==> config.mk <==
export PLATFORM = sky130hd
export DESIGN_NAME = icache_flat
export DESIGN_NICKNAME = d
export VERILOG_FILES = /design/src/rtl/icache_if.sv /design/src/rtl/icache.sv /design/src/flat_wrapper.sv
export SDC_FILE = /design/constraint.sdc
export NUM_CORES = 2
export LEC_CHECK = 0
export CAP_MARGIN = 0
export CORE_ASPECT_RATIO = 0.7
export CORE_MARGIN = 1
export CORE_UTILIZATION = 55
export DETAILED_ROUTE_END_ITERATION = 16
export PLACE_DENSITY = 0.78
export SETUP_SLACK_MARGIN = 0.1
export SYNTH_ARGS = -nofsm -noshare
export SYNTH_HDL_FRONTEND = slang
export SYNTH_MEMORY_MAX_BITS = 65536
export SYNTH_SLANG_ARGS = --single-unit
==> constraint.sdc <==
create_clock -name clk_in -period 12.4 [get_ports clk_in]
set_input_delay 3.1 -clock clk_in [delete_from_list [all_inputs] [get_ports clk_in]]
set_output_delay 3.1 -clock clk_in [all_outputs]
set_load 0.02 [all_outputs]
==> src/rtl/icache_if.sv <==
// icache_if: fetch-side request/response and word-read memory link of the instruction cache.
interface icache_if;
  logic [31:0] pc;
  logic        start_fetch;
  logic        fetch_ready;
  logic [31:0] inst;
  logic [31:0] inst_addr;
  logic        mem_req;
  logic [31:0] mem_addr;
  logic        mem_ready;
  logic [31:0] mem_data;
  modport slave (
    input  pc, start_fetch, mem_ready, mem_data,
    output fetch_ready, inst, inst_addr, mem_req, mem_addr
  );
  modport master (
    output pc, start_fetch, mem_ready, mem_data,
    input  fetch_ready, inst, inst_addr, mem_req, mem_addr
  );
endinterface

==> src/rtl/icache.sv <==
// icache: direct-mapped instruction cache, 4-word lines, refilled one word at a time.
// Define ICACHE_PERF_EN to add hit_cnt/miss_cnt performance counters.
module icache #(
  parameter int INDEX_BITS = 5
) (
  input logic clk_in,
  input logic rst_in,
  input logic rdy_in,
  input logic rob_clear_up,
  icache_if.slave bus
`ifdef ICACHE_PERF_EN
  ,
  output logic [31:0] hit_cnt,
  output logic [31:0] miss_cnt
`endif
);
  localparam int LINES = 1 << INDEX_BITS;
  localparam int TAG_W = 28 - INDEX_BITS;
  typedef enum logic [1:0] {IDLE, REFILL, RESP} state_t;
  state_t                  state_q;
  logic                    fetch_ready_q, mem_req_q, drop_q;
  logic [31:0]             inst_q, inst_addr_q, mem_addr_q, pc_q;
  logic [1:0]              cnt_q;
  logic [LINES-1:0]        valid_q;
  logic [TAG_W-1:0]        tag_q [LINES];
  logic [3:0][31:0]        data_q [LINES];
  logic [2:0][31:0]        buf_q;
  logic [TAG_W-1:0]        req_tag;
  logic [INDEX_BITS-1:0]   req_idx, fill_idx;
  logic [3:0][31:0]        fill_line;
  logic                    hit, sample, capture, last;
  assign req_tag   = bus.pc[31:INDEX_BITS+4];
  assign req_idx   = bus.pc[INDEX_BITS+3:4];
  assign fill_idx  = pc_q[INDEX_BITS+3:4];
  assign hit       = valid_q[req_idx] && tag_q[req_idx] == req_tag;
  assign sample    = state_q == IDLE && bus.start_fetch && !rob_clear_up;
  assign capture   = state_q == REFILL && mem_req_q && bus.mem_ready;
  assign last      = capture && cnt_q == 2'd3;
  // Words 0..2 are buffered so a half-filled line never overwrites a valid one.
  assign fill_line = {bus.mem_data, buf_q};
  always_ff @(posedge clk_in) begin
    if (rst_in) begin
      state_q       <= IDLE;
      fetch_ready_q <= 1'b0;
      inst_q        <= '0;
      inst_addr_q   <= '0;
      mem_req_q     <= 1'b0;
      mem_addr_q    <= '0;
      drop_q        <= 1'b0;
      cnt_q         <= '0;
      pc_q          <= '0;
      valid_q       <= '0;
    end else if (rdy_in) begin
      case (state_q)
        IDLE: if (sample) begin
          pc_q <= bus.pc;
          if (hit) begin
            state_q       <= RESP;
            fetch_ready_q <= 1'b1;
            inst_q        <= data_q[req_idx][bus.pc[3:2]];
            inst_addr_q   <= bus.pc;
          end else begin
            state_q    <= REFILL;
            mem_req_q  <= 1'b1;
            mem_addr_q <= {bus.pc[31:4], 4'b0};
            cnt_q      <= '0;
          end
        end
        REFILL: begin
          if (rob_clear_up) drop_q <= 1'b1;
          if (capture) begin
            mem_req_q <= 1'b0;
            cnt_q     <= cnt_q + 2'd1;
          end else if (!mem_req_q) begin
            mem_req_q  <= 1'b1;
            mem_addr_q <= {pc_q[31:4], cnt_q, 2'b0};
          end
          if (last) begin
            valid_q[fill_idx] <= 1'b1;
            drop_q            <= 1'b0;
            state_q           <= (drop_q || rob_clear_up) ? IDLE : RESP;
            fetch_ready_q     <= !(drop_q || rob_clear_up);
            inst_q            <= fill_line[pc_q[3:2]];
            inst_addr_q       <= pc_q;
          end
        end
        RESP: begin
          state_q       <= IDLE;
          fetch_ready_q <= 1'b0;
        end
        default: state_q <= IDLE;
      endcase
    end
  end
  always_ff @(posedge clk_in) begin
    if (!rst_in && rdy_in && capture) begin
      buf_q <= {bus.mem_data, buf_q[2:1]};
      if (last) begin
        data_q[fill_idx] <= fill_line;
        tag_q[fill_idx]  <= pc_q[31:INDEX_BITS+4];
      end
    end
  end
`ifdef ICACHE_PERF_EN
  logic [31:0] hit_cnt_q, miss_cnt_q;
  always_ff @(posedge clk_in) begin
    if (rst_in) begin
      hit_cnt_q  <= '0;
      miss_cnt_q <= '0;
    end else if (rdy_in && sample) begin
      hit_cnt_q  <= hit_cnt_q + {31'd0, hit};
      miss_cnt_q <= miss_cnt_q + {31'd0, !hit};
    end
  end
  assign hit_cnt  = hit_cnt_q;
  assign miss_cnt = miss_cnt_q;
`endif
  assign bus.fetch_ready = fetch_ready_q;
  assign bus.inst        = inst_q;
  assign bus.inst_addr   = inst_addr_q;
  assign bus.mem_req     = mem_req_q;
  assign bus.mem_addr    = mem_addr_q;
endmodule

==> src/flat_wrapper.sv <==
// flat-port wrapper written by rule: the top's interface ports become plain ports
module icache_flat 
#(
  parameter int INDEX_BITS = 5
)
  (clk_in, rst_in, rdy_in, rob_clear_up, bus_pc, bus_start_fetch, bus_mem_ready, bus_mem_data, bus_fetch_ready, bus_inst, bus_inst_addr, bus_mem_req, bus_mem_addr);
  icache_if bus_i ();
  input logic clk_in;
  input logic rst_in;
  input logic rdy_in;
  input logic rob_clear_up;
  input wire logic [$bits(bus_i.pc)-1:0] bus_pc;
  input wire logic [$bits(bus_i.start_fetch)-1:0] bus_start_fetch;
  input wire logic [$bits(bus_i.mem_ready)-1:0] bus_mem_ready;
  input wire logic [$bits(bus_i.mem_data)-1:0] bus_mem_data;
  output wire logic [$bits(bus_i.fetch_ready)-1:0] bus_fetch_ready;
  output wire logic [$bits(bus_i.inst)-1:0] bus_inst;
  output wire logic [$bits(bus_i.inst_addr)-1:0] bus_inst_addr;
  output wire logic [$bits(bus_i.mem_req)-1:0] bus_mem_req;
  output wire logic [$bits(bus_i.mem_addr)-1:0] bus_mem_addr;
  assign bus_i.pc = bus_pc;
  assign bus_i.start_fetch = bus_start_fetch;
  assign bus_i.mem_ready = bus_mem_ready;
  assign bus_i.mem_data = bus_mem_data;
  assign bus_fetch_ready = bus_i.fetch_ready;
  assign bus_inst = bus_i.inst;
  assign bus_inst_addr = bus_i.inst_addr;
  assign bus_mem_req = bus_i.mem_req;
  assign bus_mem_addr = bus_i.mem_addr;
  icache #(.INDEX_BITS(INDEX_BITS)) u_core (.clk_in(clk_in), .rst_in(rst_in), .rdy_in(rdy_in), .rob_clear_up(rob_clear_up), .bus(bus_i));
endmodule
**After elaboration in Yosys (flattened, before gate mapping)**

Memories as Yosys holds them, arrays and structs flattened.
Index checks and enable logic that the tools add are counted.

- Eq/ne operators: 11
- Bitwise logic cells: 1
- Add/sub/neg operators: 1
- Reduce and logical (&&, ||, !) cells: 26
- Muxes and demuxes: 43
- Order comparisons: 5

Operator list:

| operator | number |
|---|---|
| two-way mux 32 bit | 12 |
| case mux 32 bit (2 select lines) | 3 |
| binary-select mux 32 bit (select 2 bit) | 2 |
| bitwise OR 32 bit | 1 |
| == test 23 bit | 1 |
| AND reduction 5 bit | 3 |
| two-way mux 2 bit | 7 |
| two-way mux 1 bit | 13 |
| < comparator 5 x 6 -> 1 bit, second input constant | 2 |
| AND reduction 3 bit | 4 |
| logical AND 1 bit | 9 |
| != test 2 x 1 -> 1 bit, second input constant | 4 |
| case mux 2 bit (2 select lines) | 2 |
| < comparator 2 x 3 -> 1 bit, second input constant | 2 |
| != test 2 bit, second input constant | 3 |
| AND reduction 6 bit | 1 |
| binary-select mux 1 bit (select 5 bit) | 1 |
| demux 1 bit (select 5 bit) | 1 |
| >= comparator 5 x 1 -> 1 bit, second input constant | 1 |
| == test 2 bit, second input constant | 2 |
| AND reduction 4 bit | 1 |
| nonzero test 2 bit | 2 |
| zero test 1 bit | 3 |
| case mux 1 bit (3 select lines) | 1 |
| other kinds (6) | 6 |

- Input bits: 70
- Word-level logic and storage cells: 102
- Memories: 2
- Output and inout bits: 98
- Register bits: 263
- RAM bits: 4832

Memory list:

| name | depth | bits a word | rd ports | clocked after Yosys merged registers in | write ports | RTL line | source |
|---|---|---|---|---|---|---|---|
| u_core.data_q | 32 | 128 | 1 | 0 | 1 | icache.sv:26 | `logic [3:0][31:0] data_q [LINES];` |
| u_core.tag_q | 32 | 23 | 1 | 0 | 1 | icache.sv:25 | `logic [TAG_W-1:0] tag_q [LINES];` |

**Depth between registers and ports, before layout**

- Depth in word-level cells: 7
- Mapped depth: 18
- Gate-level depth less buffers: 10

**Worst setup path after synthesis**

Ideal clock, no wire load.

- Kind: input to register
- From: input port bus_mem_ready
- To: memory u_core.data_q[29][0] in the netlist's numbering (enable)
- Path buffers: 0
- Data required time: 11736 ps
- Library setup time: 664 ps
- Data arrival time: 10260 ps
- Stages on the path: 5
- Setup slack: 1476 ps
- Cell sequence: and2_1 -> nand2_1 -> nor3_1 -> nand3b_1 -> nor2_1

- Cells in the longest elaborated chain, start to end: 5
- Elaborated cells on any way between the ends: 6
- Those cells by class: 3 x mux; 3 x reduce/logical

Ends and longest elaborated chain:

| what | RTL line | source |
|---|---|---|
| start, declared | flat_wrapper.sv:14 | `input wire logic [$bits(bus_i.mem_ready)-1:0] bus_mem_ready;` |
| logical AND 1 bit (*) | icache.sv:37 | `assign capture = state_q == REFILL && mem_req_q && bus.mem_ready;` |
| logical AND 1 bit | icache.sv:38 | `assign last = capture && cnt_q == 2'd3;` |
| two-way mux 1 bit | icache.sv:98 | `if (last) begin` |
| two-way mux 1 bit (*) | icache.sv:96 | `if (!rst_in && rdy_in && capture) begin` |
| two-way mux 1 bit (not written as such) (*) | icache.sv:99 | `data_q[fill_idx] <= fill_line;` |
| end, declared | icache.sv:26 |  |

Every way passes the cells marked *; elsewhere a longest branch is shown, timed or not.

**Final worst setup path**

- From: input port bus_pc[6]
- To: register u_core.inst_q[13], in the netlist u_core.bus.inst[13]

- Cells in the longest elaborated chain, start to end: 6
- Elaborated cells on any way between the ends: 13
- Those cells by class: 2 x eq/ne; 7 x mux; 2 x reduce/logical; 2 x memory

Ends and longest elaborated chain:

| what | RTL line | source |
|---|---|---|
| start, declared | flat_wrapper.sv:12 | `input wire logic [$bits(bus_i.pc)-1:0] bus_pc;` |
| memory (32 x 128 bit) | - |  |
| binary-select mux 32 bit (select 2 bit) | icache.sv:60 | `inst_q <= data_q[req_idx][bus.pc[3:2]];` |
| two-way mux 32 bit (not written as such) | icache.sv:60 |  |
| two-way mux 32 bit | icache.sv:57 | `if (hit) begin` |
| two-way mux 32 bit | icache.sv:55 | `IDLE: if (sample) begin` |
| case mux 32 bit (2 select lines) | icache.sv:54 | `case (state_q)` |
| end signal, assigned | icache.sv:60 |  |
| end signal, assigned | icache.sv:83 | `inst_q <= fill_line[pc_q[3:2]];` |
| end, declared | icache.sv:22 | `logic [31:0] inst_q, inst_addr_q, mem_addr_q, pc_q;` |

Several ways; a longest one is shown, not always the timed one. The select of a mux whose other input is x is not followed.
A chain may end at the register's enable or synchronous reset.

==> impl_metrics.env <==
export IMPL_status="finished, violations left"
export IMPL_violations="max-capacitance violations, max-slew violations"
export IMPL_synth_area_leader_cell="edfxtp_1"
export IMPL_routed_wl_um=543000
export IMPL_stdcell_area_um2=217000
export IMPL_worstSkewPairLatency_ps=980
export IMPL_postPlaceCellArea_um2=203000
export IMPL_start_util=0.554
export IMPL_synth_compound_area_share=0.0129
export IMPL_grt_max_degree=163
export IMPL_grt_antenna_before_repair=10
export IMPL_drive_gt1_frac=0.275
export IMPL_multiInputGateArea_um2=41900
export IMPL_ys_warn_count=0
export IMPL_cp_start_kind="input pin"
export IMPL_synth_seq_cells=5093
export IMPL_ys_seq_area_frac=0.775
export IMPL_clock_sinks=5093
export IMPL_tns_ps=0
export IMPL_ys_types=72
export IMPL_nets=8614
export IMPL_fin_crit_sh=0.672
export IMPL_grt_first_pass_wirelength_um=756000
export IMPL_rsz0062_at_grt="no"
export IMPL_period_minus_slack_ps=8330
export IMPL_cts_resized=0
export IMPL_synth_edf_count=4928
export IMPL_slew_viol_final=22
export IMPL_worst_setup_path_end_kind="flip-flop"
export IMPL_synth_area_um2=195000
export IMPL_rows=182
export IMPL_clockBufferDepth=4
export IMPL_p_leak_nw=66.6
export IMPL_htreeDepth=5
export IMPL_avgViaCountPerCell=7.26
export IMPL_synth_ff_type="edfxtp_1"
export IMPL_crit_arrival_ps=9190
export IMPL_track_usage=0.301
export IMPL_max_freq_mhz=120
export IMPL_maxCapViolCount=1
export IMPL_crit_buf_inv=3
export IMPL_synthAdderAreaFrac=0.000192
export IMPL_die_width_um=714
export IMPL_cts_setup_buffers=0
export IMPL_critPathTopFamily="compound AO/OA/AOI/OAI gates"
export IMPL_core_region_area_um2=352000
export IMPL_cts_tree="yes"
export IMPL_grt_pass1_vias=98810
export IMPL_avgSynthCellArea_um2=23.8
export IMPL_synthCells=8197
export IMPL_synth_area_leaders="edfxtp_1 (76%), mux4_2 (17%), dfxtp_1 (1.7%)"
export IMPL_drt_initial_drc_count=17298
export IMPL_synth_top_family_by_area="multiplexers"
export IMPL_die_y_um=500
export IMPL_slowest_delay_ps=1140
export IMPL_critPathKind="input pin to flip-flop"
export IMPL_areaGrowthSynthToFinish_pct=11.3
export IMPL_first_pass_iters=8
export IMPL_cts_made_buffers=431
export IMPL_wl_per_cell_um=39.9
export IMPL_synth_common_cells="edfxtp_1 (4928), mux4_2 (1515), clkbuf_1 (236)"
export IMPL_gr_total_overflow=0
export IMPL_portBuffers=165
export IMPL_p_per_area_nw_per_um2=158
export IMPL_async_flop_share=0
export IMPL_peakVddDrop_v=0.000137
export IMPL_synth_xor_xnor_area_share=0.00103
export IMPL_place_hpwl_um=244000
export IMPL_finalSetupViolCount=0
export IMPL_critPathSlowestCell="o41ai_4"
export IMPL_hold_viol_final=0
export IMPL_cp_max_fo=125
export IMPL_regArea_um2=151000
export IMPL_ant_nets=0
export IMPL_relSlewSlack=-0.00691
export IMPL_hold_path_class="flip-flop to flip-flop"
export IMPL_vias=98774
export IMPL_route_detailed_drc=0
export IMPL_critPathRequiredTime_ps=13260
export IMPL_place_gp_congestion=0.846
export IMPL_fillers=22230
export IMPL_yosysMostFrequentCell="edfxtp_1"
export IMPL_muxShareOfSynthArea=0.188
export IMPL_cts_root_buf="clkbuf_16"
export IMPL_cts_clk_slew_worst_paths_ps=70
export IMPL_worst_pin_slew_ps=1510
export IMPL_die_area_um2=357000
export IMPL_crit_path_frequent_cell="buf_12"
export IMPL_path_cells="buf_8 -> buf_12 -> mux4_2 -> mux2i_1 -> xnor2_1 -> o311ai_1 -> o2111ai_1 -> o41ai_4 -> buf_12 -> nand3_1 -> a21oi_1"
export IMPL_fin_skew_ps=44.2
export IMPL_postCtsHoldBufs=0
export IMPL_ios=168
export IMPL_synth_top_cell_area_share=0.758
export IMPL_synth_simple_area_share=0.0110
registers in the layout (all words and copies together) (netlist names):
name / count
u_core.bus.inst: 32
u_core.bus.mem_addr: 30
u_core.buf_q: 96
u_core.pc_q: 32
u_core.data_q: 4096
u_core.state_q: 2
u_core.valid_q: 32
u_core.cnt_q: 2
u_core.bus.mem_req: 1
u_core.bus.fetch_ready: 1
u_core.tag_q: 736
u_core.bus.inst_addr: 32
u_core.drop_q: 1
tightest hold or removal path, delay by kind of cell, from the launching register on:
family | cells | cell delay [ps]
AO/OA/AOI/OAI | 1 | 40
flip-flops | 1 | 330
AND/OR/NAND/NOR | 1 | 70
cell type report:
type	instances	area share
Multi-Input combinational cell	2624	0.193
Timing Repair Buffer	377	0.0185
Tap cell	4692	0.0270
Antenna cell	7	0.0000806
Clock inverter	257	0.0113
Inverter	14	0.000311
Sequential cell	5093	0.697
Clock buffer	534	0.0532
path summary, 6_finish.rpt:
kind	startpoint	endpoint	slack [ps]	cells after the start
setup / recovery	bus_pc[6]	u_core.bus.inst[13]	4070	11
setup reg to reg	u_core.state_q[1]	u_core.data_q[14][68]	6460	8
hold / removal	u_core.valid_q[27]	u_core.valid_q[27]	470	2
hold reg to reg	u_core.valid_q[27]	u_core.valid_q[27]	470	2
cell usage in the layout (no fill, tap or decap), types with 17 or more instances in the layout:
master / n
clkinv_2: 74
clkbuf_16: 444
nor2b_1: 43
clkbuf_1: 80
buf_4: 154
mux4_2: 1515
dfxtp_1: 163
nand3_1: 49
a311oi_1: 34
mux2_4: 28
edfxtp_1: 4928
o21ai_0: 79
mux2_2: 19
o221ai_1: 19
a22oi_1: 18
bufinv_16: 46
clkdlybuf4s50_1: 157
nor2_1: 90
xnor2_1: 17
nand2_1: 135
o22ai_1: 28
a21oi_1: 148
buf_12: 60
mux2i_1: 190
clkinv_1: 100
nor2_4: 32
through the flow:
step	instances	util	power, W	hold WS (ps)	setup WS (ps)
after floorplan	8198	-	0.0203	431	1480
after global placement	12800	0.577	0.0208	443	3640
after detailed placement	12800	0.577	0.0209	450	3390
after CTS	13591	0.617	0.0344	472	4290
after global routing	13594	0.617	0.0351	497	3950
final	13598	0.617	0.0344	474	4070
cell families (layout without fill, tap and decap cells):
| logic type | Yosys count | in the layout |
|---|---|---|
| mux | 1756 | 1756 |
| other cells | 1 | 9 |
| buf+inv | 481 | 1182 |
| flops | 5093 | 5093 |
| compound gates | 393 | 393 |
| simple gates | 447 | 447 |
| fa+ha+maj | 3 | 3 |
| xor+xnor | 23 | 23 |
power breakdown:
| group | internal [W] | switching [W] | total (W) | leakage [nW] |
|---|---|---|---|---|
| logic | 0.000737 | 0.00106 | 0.00180 | 14.2 |
| clock network | 0.00757 | 0.00628 | 0.0139 | 6.85 |
| registers | 0.0187 | 0.0000720 | 0.0188 | 45.6 |
| total | 0.0270 | 0.00742 | 0.0344 | 66.6 |
layer usage:
metal / track usage / vias to the layer above / wire (um)
li1: - / 35912 / -
met1: 0.414 / 51603 / 186000
met2: 0.466 / 9584 / 254000
met3: 0.0758 / 1667 / 76000
met4: 0.129 / 8 / 26700
met5: 0 / - / 49
Note: power is estimated with default switching activity, not from simulation.
